[src/rtl/ref_window_loader.sv]
// Reference window loader: buffers a raster-order W x W pixel window and replays it as
// NUM_PIXEL parallel 8-tap vectors per row (then per column when VERTICAL_PASS_EN is defined).
module ref_window_loader #(
    parameter int NUM_PIXEL = 8,
    parameter int PIXEL_W   = 8
) (
    input  logic                           clk,
    input  logic                           reset,
    input  logic                           abort,
    input  logic                           in_valid,
    output logic                           in_ready,
    input  logic [PIXEL_W-1:0]             in_pixel,
    output logic                           out_valid,
    input  logic                           out_ready,
    output logic [NUM_PIXEL*8*PIXEL_W-1:0] out_taps,
    output logic [3:0]                     out_idx,
    output logic                           out_dir,
    output logic                           out_last
);

    localparam int         W      = NUM_PIXEL + 7;
    localparam int         LANE_W = 8 * PIXEL_W;
    localparam logic [3:0] LAST   = 4'(W - 1);

`ifdef VERTICAL_PASS_EN
    typedef enum logic [1:0] {S_LOAD, S_EMIT_R, S_EMIT_C} state_t;
`else
    typedef enum logic [1:0] {S_LOAD, S_EMIT_R} state_t;
`endif

    state_t                           r_state;
    logic [PIXEL_W-1:0]               r_pix [W][W];
    logic [3:0]                       r_wr_row;
    logic [3:0]                       r_wr_col;
    logic [3:0]                       r_idx;
    logic                             r_in_ready;
    logic                             r_out_valid;
    logic [NUM_PIXEL*8*PIXEL_W-1:0]   r_taps;
    logic                             r_last;

    logic                             w_in_acc;
    logic                             w_out_hs;
    logic                             w_last_pix;
    logic [3:0]                       w_nidx;
    logic [NUM_PIXEL*8*PIXEL_W-1:0]   w_row_taps;

    assign w_in_acc   = in_valid & r_in_ready;
    assign w_out_hs   = r_out_valid & out_ready;
    assign w_last_pix = (r_wr_row == LAST) && (r_wr_col == LAST);

    assign in_ready  = r_in_ready;
    assign out_valid = r_out_valid;
    assign out_taps  = r_taps;
    assign out_idx   = r_idx;
    assign out_last  = r_last;

    // Index of the beat to present after this edge: held on stall/bubble, advanced on handshake
    always_comb begin
        w_nidx = r_idx;
        if (w_out_hs)
            w_nidx = (r_idx == LAST) ? '0 : r_idx + 4'd1;
    end

    always_comb begin
        w_row_taps = '0;
        for (int unsigned i = 0; i < NUM_PIXEL; i++)
            for (int unsigned k = 0; k < 8; k++)
                w_row_taps[i*LANE_W + k*PIXEL_W +: PIXEL_W] = r_pix[w_nidx][4'(i + k)];
    end

`ifdef VERTICAL_PASS_EN
    logic                             r_dir;
    logic [NUM_PIXEL*8*PIXEL_W-1:0]   w_col_taps;

    assign out_dir = r_dir;

    always_comb begin
        w_col_taps = '0;
        for (int unsigned i = 0; i < NUM_PIXEL; i++)
            for (int unsigned k = 0; k < 8; k++)
                w_col_taps[i*LANE_W + k*PIXEL_W +: PIXEL_W] = r_pix[4'(i + k)][w_nidx];
    end
`else
    assign out_dir = 1'b0;
`endif

    // Window storage is never cleared; each load overwrites every location
    always_ff @(posedge clk) begin
        if (!abort && r_state == S_LOAD && w_in_acc)
            r_pix[r_wr_row][r_wr_col] <= in_pixel;
    end

    always_ff @(posedge clk or negedge reset) begin
        if (!reset) begin
            r_state     <= S_LOAD;
            r_wr_row    <= '0;
            r_wr_col    <= '0;
            r_idx       <= '0;
            r_in_ready  <= 1'b0;
            r_out_valid <= 1'b0;
            r_taps      <= '0;
            r_last      <= 1'b0;
`ifdef VERTICAL_PASS_EN
            r_dir       <= 1'b0;
`endif
        end else if (abort) begin
            r_state     <= S_LOAD;
            r_wr_row    <= '0;
            r_wr_col    <= '0;
            r_idx       <= '0;
            r_in_ready  <= 1'b1;
            r_out_valid <= 1'b0;
            r_last      <= 1'b0;
`ifdef VERTICAL_PASS_EN
            r_dir       <= 1'b0;
`endif
        end else begin
            case (r_state)
                S_LOAD: begin
                    r_in_ready <= 1'b1;
                    if (w_in_acc) begin
                        if (w_last_pix) begin
                            r_wr_row   <= '0;
                            r_wr_col   <= '0;
                            r_idx      <= '0;
                            r_in_ready <= 1'b0;
                            r_state    <= S_EMIT_R;
                        end else if (r_wr_col == LAST) begin
                            r_wr_col <= '0;
                            r_wr_row <= r_wr_row + 4'd1;
                        end else begin
                            r_wr_col <= r_wr_col + 4'd1;
                        end
                    end
                end

                // First cycle here (out_valid low) is the bubble that registers row 0
                S_EMIT_R: begin
                    if (!r_out_valid || w_out_hs) begin
                        if (w_out_hs && r_idx == LAST) begin
`ifdef VERTICAL_PASS_EN
                            r_state <= S_EMIT_C;
                            r_idx   <= '0;
                            r_taps  <= w_col_taps;
                            r_dir   <= 1'b1;
                            r_last  <= 1'b0;
`else
                            r_state     <= S_LOAD;
                            r_idx       <= '0;
                            r_out_valid <= 1'b0;
                            r_in_ready  <= 1'b1;
                            r_last      <= 1'b0;
`endif
                        end else begin
                            r_out_valid <= 1'b1;
                            r_idx       <= w_nidx;
                            r_taps      <= w_row_taps;
`ifdef VERTICAL_PASS_EN
                            r_last      <= 1'b0;
`else
                            r_last      <= (w_nidx == LAST);
`endif
                        end
                    end
                end

`ifdef VERTICAL_PASS_EN
                S_EMIT_C: begin
                    if (w_out_hs) begin
                        if (r_idx == LAST) begin
                            r_state     <= S_LOAD;
                            r_idx       <= '0;
                            r_out_valid <= 1'b0;
                            r_in_ready  <= 1'b1;
                            r_dir       <= 1'b0;
                            r_last      <= 1'b0;
                        end else begin
                            r_idx  <= w_nidx;
                            r_taps <= w_col_taps;
                            r_last <= (w_nidx == LAST);
                        end
                    end
                end
`endif

                default: r_state <= S_LOAD;
            endcase
        end
    end

endmodule
[config.mk]
export PLATFORM = sky130hd
export DESIGN_NAME = ref_window_loader
export DESIGN_NICKNAME = d
export VERILOG_FILES = /design/src/rtl/ref_window_loader.sv
export SDC_FILE = /design/constraint.sdc
export NUM_CORES = 2
export LEC_CHECK = 0
export CORE_MARGIN = 4
export CORE_UTILIZATION = 59
export CTS_BUF_LIST = sky130_fd_sc_hd__clkbuf_16
export CTS_CLUSTER_DIAMETER = 100
export DETAILED_ROUTE_END_ITERATION = 6
export PLACE_DENSITY_LB_ADDON = 0.25
export SYNTH_ARGS = -nofsm -noshare
export SYNTH_HDL_FRONTEND = slang
export SYNTH_SLANG_ARGS = --single-unit
[constraint.sdc]
create_clock -name clk -period 3.35 [get_ports clk]
set_input_delay 0.67 -clock clk [delete_from_list [all_inputs] [get_ports clk]]
set_output_delay 0.67 -clock clk [all_outputs]
set_load 0.02 [all_outputs]
Word-level counts from Yosys, hierarchy flattened
Memories as Yosys holds them, arrays and structs flattened. Index checks and enable logic that the tools add are counted. W data, S select, Z words.

Input port bits: 13. Output and inout bits: 520. Register bits: 529. Bits in writable memories: 1800. Memories: 1. Word-level logic and storage cells: 92.

Multiplexer cells: 42. Bitwise gates (word level): 5. Reduce and logical (&&, ||, !) cells: 22. Equality and inequality tests: 9. $add $sub $neg: 3. Order comparisons: 2.

Memory list: r_pix (words 15, bits a word 120, rd ports 1, clocked after memory_dff 0, write ports 1, RTL line 32) `logic [PIXEL_W-1:0] r_pix [W][W];`.

Operator list (number): $mux W120 (1); $mux W4 (17); $demux W8 S4 (1); $eq A4 B4 Y1 const B (4); $mux W1 (14); $add A4 B1 Y4 const B (3); $ne A3 B3 Y1 const B (4); $reduce_and A4 Y1 (3); $mux W2 (5); $mux W8 (1); $pmux W4 S2 (1); $reduce_bool A2 Y1 (4); $reduce_and A3 Y1 (2); $reduce_bool A3 Y1 (2); $ge A5 B5 Y1 const B (1); $logic_and A1 B1 Y1 (5); $lt A5 B1 Y1 const B (1); $not A4 Y5 (1); $pmux W2 S2 (1); $reduce_and A2 Y1 (2); $and A1 B1 Y1 (2); $eq A2 B1 Y1 const B (1); $logic_not A1 Y1 (2); $logic_not A2 Y1 (1); 3 further kinds (4).

Longest topological paths before layout
Depth in word-level cells: 8. Depth in mapped cells: 11. Depth with buffers taken out: 7.

Worst setup path after synthesis
No wires, ideal clock.

Path kind: input to register. From: input port in_valid. To: memory r_pix[14][56] (netlist name) (enable). Stages: 7. Arrival: 2.402 ns. Setup slack: 0.578 ns. Setup time: 0.370 ns. Required time: 2.980 ns. Path buffers: 2. Path through: nand2_1 -> or2_1 -> clkbuf_1 -> nor4b_1 -> nand3_1 -> clkbuf_1 -> nor2_1.

Longest elaborated chain between the ends: 4.

RTL lines: start, declared (RTL line 10) `input logic in_valid,`; $and A1 B1 Y1 (RTL line 47) `assign w_in_acc = in_valid & r_in_ready;`; $logic_and A1 B1 Y1 (RTL line 89) `if (!abort && r_state == S_LOAD && w_in_acc)`; $mux W1 (RTL line 89); $mux W120 (implied by the code) (RTL line 90) `r_pix[r_wr_row][r_wr_col] <= in_pixel;`; end, declared (RTL line 32).

No other way between the ends.

Worst setup path after layout
From: register r_idx[0] (netlist: out_idx[0]). To: output port out_idx[0].

RTL lines: start, declared (RTL line 35) `logic [3:0] r_idx;`; start signal, assigned (RTL line 156) `r_idx <= w_nidx;`; end, declared (RTL line 16) `output logic [3:0] out_idx,`.

No word-level cell between the ends.

==> results_dict.tcl <==
set metrics [dict create \
    yosysMostFrequentCell "edfxtp_1" \
    grt_overflow 0 \
    core_area_sq_mm 0.1298 \
    synth_area_leaders "edfxtp_1, nand2_1, dfrtp_1" \
    antenna_found_initial 5 \
    path_clk_slew_ps 60 \
    yosysSeqAreaShare_pct 74.29 \
    cts_buffers 184 \
    ir_drop_uv 521.4 \
    critPathBufInv 1 \
    relSlewSlack_pct 40.18 \
    slew_viol_final 0 \
    wl_mm 205.5 \
    drc 0 \
    holdCritPathClass "in2reg" \
    crit_family "buffers and inverters" \
    setup-tns-final_ps 0 \
    htree_num_levels 4 \
    cp_data_arrival_time_ps 2390 \
    path_max_fanout 17 \
    place.gp.congestion 0.8630 \
    synth_top_area_cell "edfxtp_1" \
    ys_ff_latch 1936 \
    grt_pass1_vias 49570 \
    synthArstFlopShare_pct 7.025 \
    die_w_um 370.1 \
    hold_buffers 1 \
    grt_pass1_wl_mm 304.5 \
    clock-root-buffer "clkbuf_16" \
    clk_latency_ps 800 \
    syn_avg_cell_area_sq_um 12.73 \
    leakagePower_nw 32.18 \
    required_ps 2680 \
    dr.pass1.iters 6 \
    hold_violations 0 \
    ios 533 \
    power_density_mw_per_mm2 520.7 \
    area_delta_synth_final_pct 17.69 \
    max_stage_delay_ps 900 \
    status "complete, no violations" \
    crit_path_end_kind "primary output" \
    setup_viol 0 \
    synth_ff_type "edfxtp_1" \
    worst_path_max_delay_cell "clkdlybuf4s50_1" \
    timing.fmax_mhz 326.3 \
    drive_gt1_share_pct 11.22 \
    yosys_warnings 0 \
    cp-start-kind "flop" \
    grt_max_degree 96 \
    synth_edf_count 1800 \
    postRouteAntennaNets 0 \
    yosysUniqueCellTypes 60 \
    post_cts_buffers 0 \
    die_h_um 370.1 \
    start_util_pct 59.57 \
    cts_buffer_depth 3 \
    crit_type "reg2out" \
    place.port_buffers 531 \
    dieArea_sq_mm 0.1369 \
    wl_per_cell_um 24.50 \
    tightest_slew_ps 897.3 \
    path_cells "clkdlybuf4s50_1" \
    synth_top_area_share_pct 69.89 \
    finish.net_count 6512 \
    syn-instance-count 6075 \
    post_cts_resized 0 \
    total_power_mw 47.39 \
    cts_sinks 1936 \
    rsz0062_at_grt "false" \
    syn_nets 6092 \
    gr-usage-all-layers_pct 29.56 \
    drtIter0Drc 6910 \
    cts_tree "built" \
    fin_crit_sh_pct 91.48 \
    maxCapViolations 0 \
    synth_common_cells "edfxtp_1, nand2_1, nand3_1" \
    avgViaCountPerCell 6.082 \
    fin_crit_ps 3064 \
    rows 132 \
    netlist_area_sq_mm 0.07734 \
    final.setup_skew_ps 32.30 \
    vias 51020 \
    hold_ws_ps 394.9 \
    dpl.hpwl_mm 122.3 \
]
-- per-stage QoR --
stage | cell area (sq um) | utilization, % | setup WS (ps) | cells
2_1_floorplan | 77340 | - | 577.8 | 6075
3_3_place_gp | 85120 | 65.57 | 172.6 | 8050
3_5_place_dp | 85120 | 65.57 | 139.0 | 8050
6_report | 91020 | 70.12 | 285.5 | 8389
4_1_cts | 91020 | 70.11 | 253.5 | 8388
5_1_grt | 91020 | 70.11 | 207.6 | 8388
-- layout by cell type (no fill, tap or decap), drive strengths merged, types with 2 or more instances in the layout --
cell type	count
edfxtp	1800
nand2	1705
clkdlybuf4s50	522
nand3	492
buf	456
a21oi	369
nor2	247
clkbuf	196
dfrtp	136
nor3	123
a22oi	120
nand4	120
a31oi	119
clkinv	92
inv	43
bufinv	21
o21ai	16
nor2b	5
mux2i	4
ha	4
a211oi	4
nand2b	3
or3	3
and3	3
mux2	3
o211ai	3
or2	3
nor4	2
nand3b	2
a211o	2
a2111oi	2
and2	2
nor4b	2
-- worst paths after layout --
kind / depth (start not counted) / startpoint / to / slack [ps]
setup reg to reg: 8 / out_idx[0]$_DFFE_PN0P_ / out_taps[493]$_DFFE_PN0P_ / 540
min in group asynchronous: 2 / reset / out_taps[389]$_DFFE_PN0P_ / 490
hold reg to reg: 2 / r_pix[14][49]$_DFFE_PP_ / out_taps[457]$_DFFE_PN0P_ / 490
max in group asynchronous: 3 / reset / out_taps[501]$_DFFE_PN0P_ / 2070
setup / recovery: 1 / out_idx[0]$_DFFE_PN0P_ / out_idx[0] / 290
hold / removal: 1 / in_pixel[0] / r_pix[3][80]$_DFFE_PP_ / 390
-- cell type report --
type | count | area [sq um]
well taps | 1742 | 2180
clock inverters | 149 | 1180
multi-input cells | 3379 | 15460
diodes | 1 | 2.502
fillers | 8537 | 38790
flip-flops and latches | 1936 | 57460
clock buffers | 188 | 4705
repair buffers | 987 | 10010
inverters | 7 | 26.28
-- sequential cells by signal, summed over array words and instances, names as in the netlist --
register and count:
in_ready 1, out_idx 4, r_wr_row 4, out_taps 120, out_valid 1, r_pix 1800
r_state 1, out_last 1, r_wr_col 4
-- kinds of logic after synthesis --
logic type                 share of synthesized area, %
buffers and inverters                             5.904
xor gates and xnor gates                        0.01133
DFF                                               74.29
and+or+nand+nor                                   14.70
adders and majority gates                       0.06472
other                                          0.004849
muxes                                           0.09545
AOI/OAI and AO/OA                                 4.930
-- report_power, final --
part | internal, mW | leakage, nW | switching (mW)
Clock | 11.7 | 3.04 | 8.65
Sequential | 26.4 | 18.1 | 0.00677
Combinational | 0.101 | 11.1 | 0.495
-- per-layer routing --
layer	wire (um)	part of all wire, %	track usage (%)
met1	77180	38	40.62
met2	98610	48	47.65
met3	22520	11	5.879
met5	27	0.013	0
met4	7180	3.5	10.61
(Power assumes the default switching activity.)
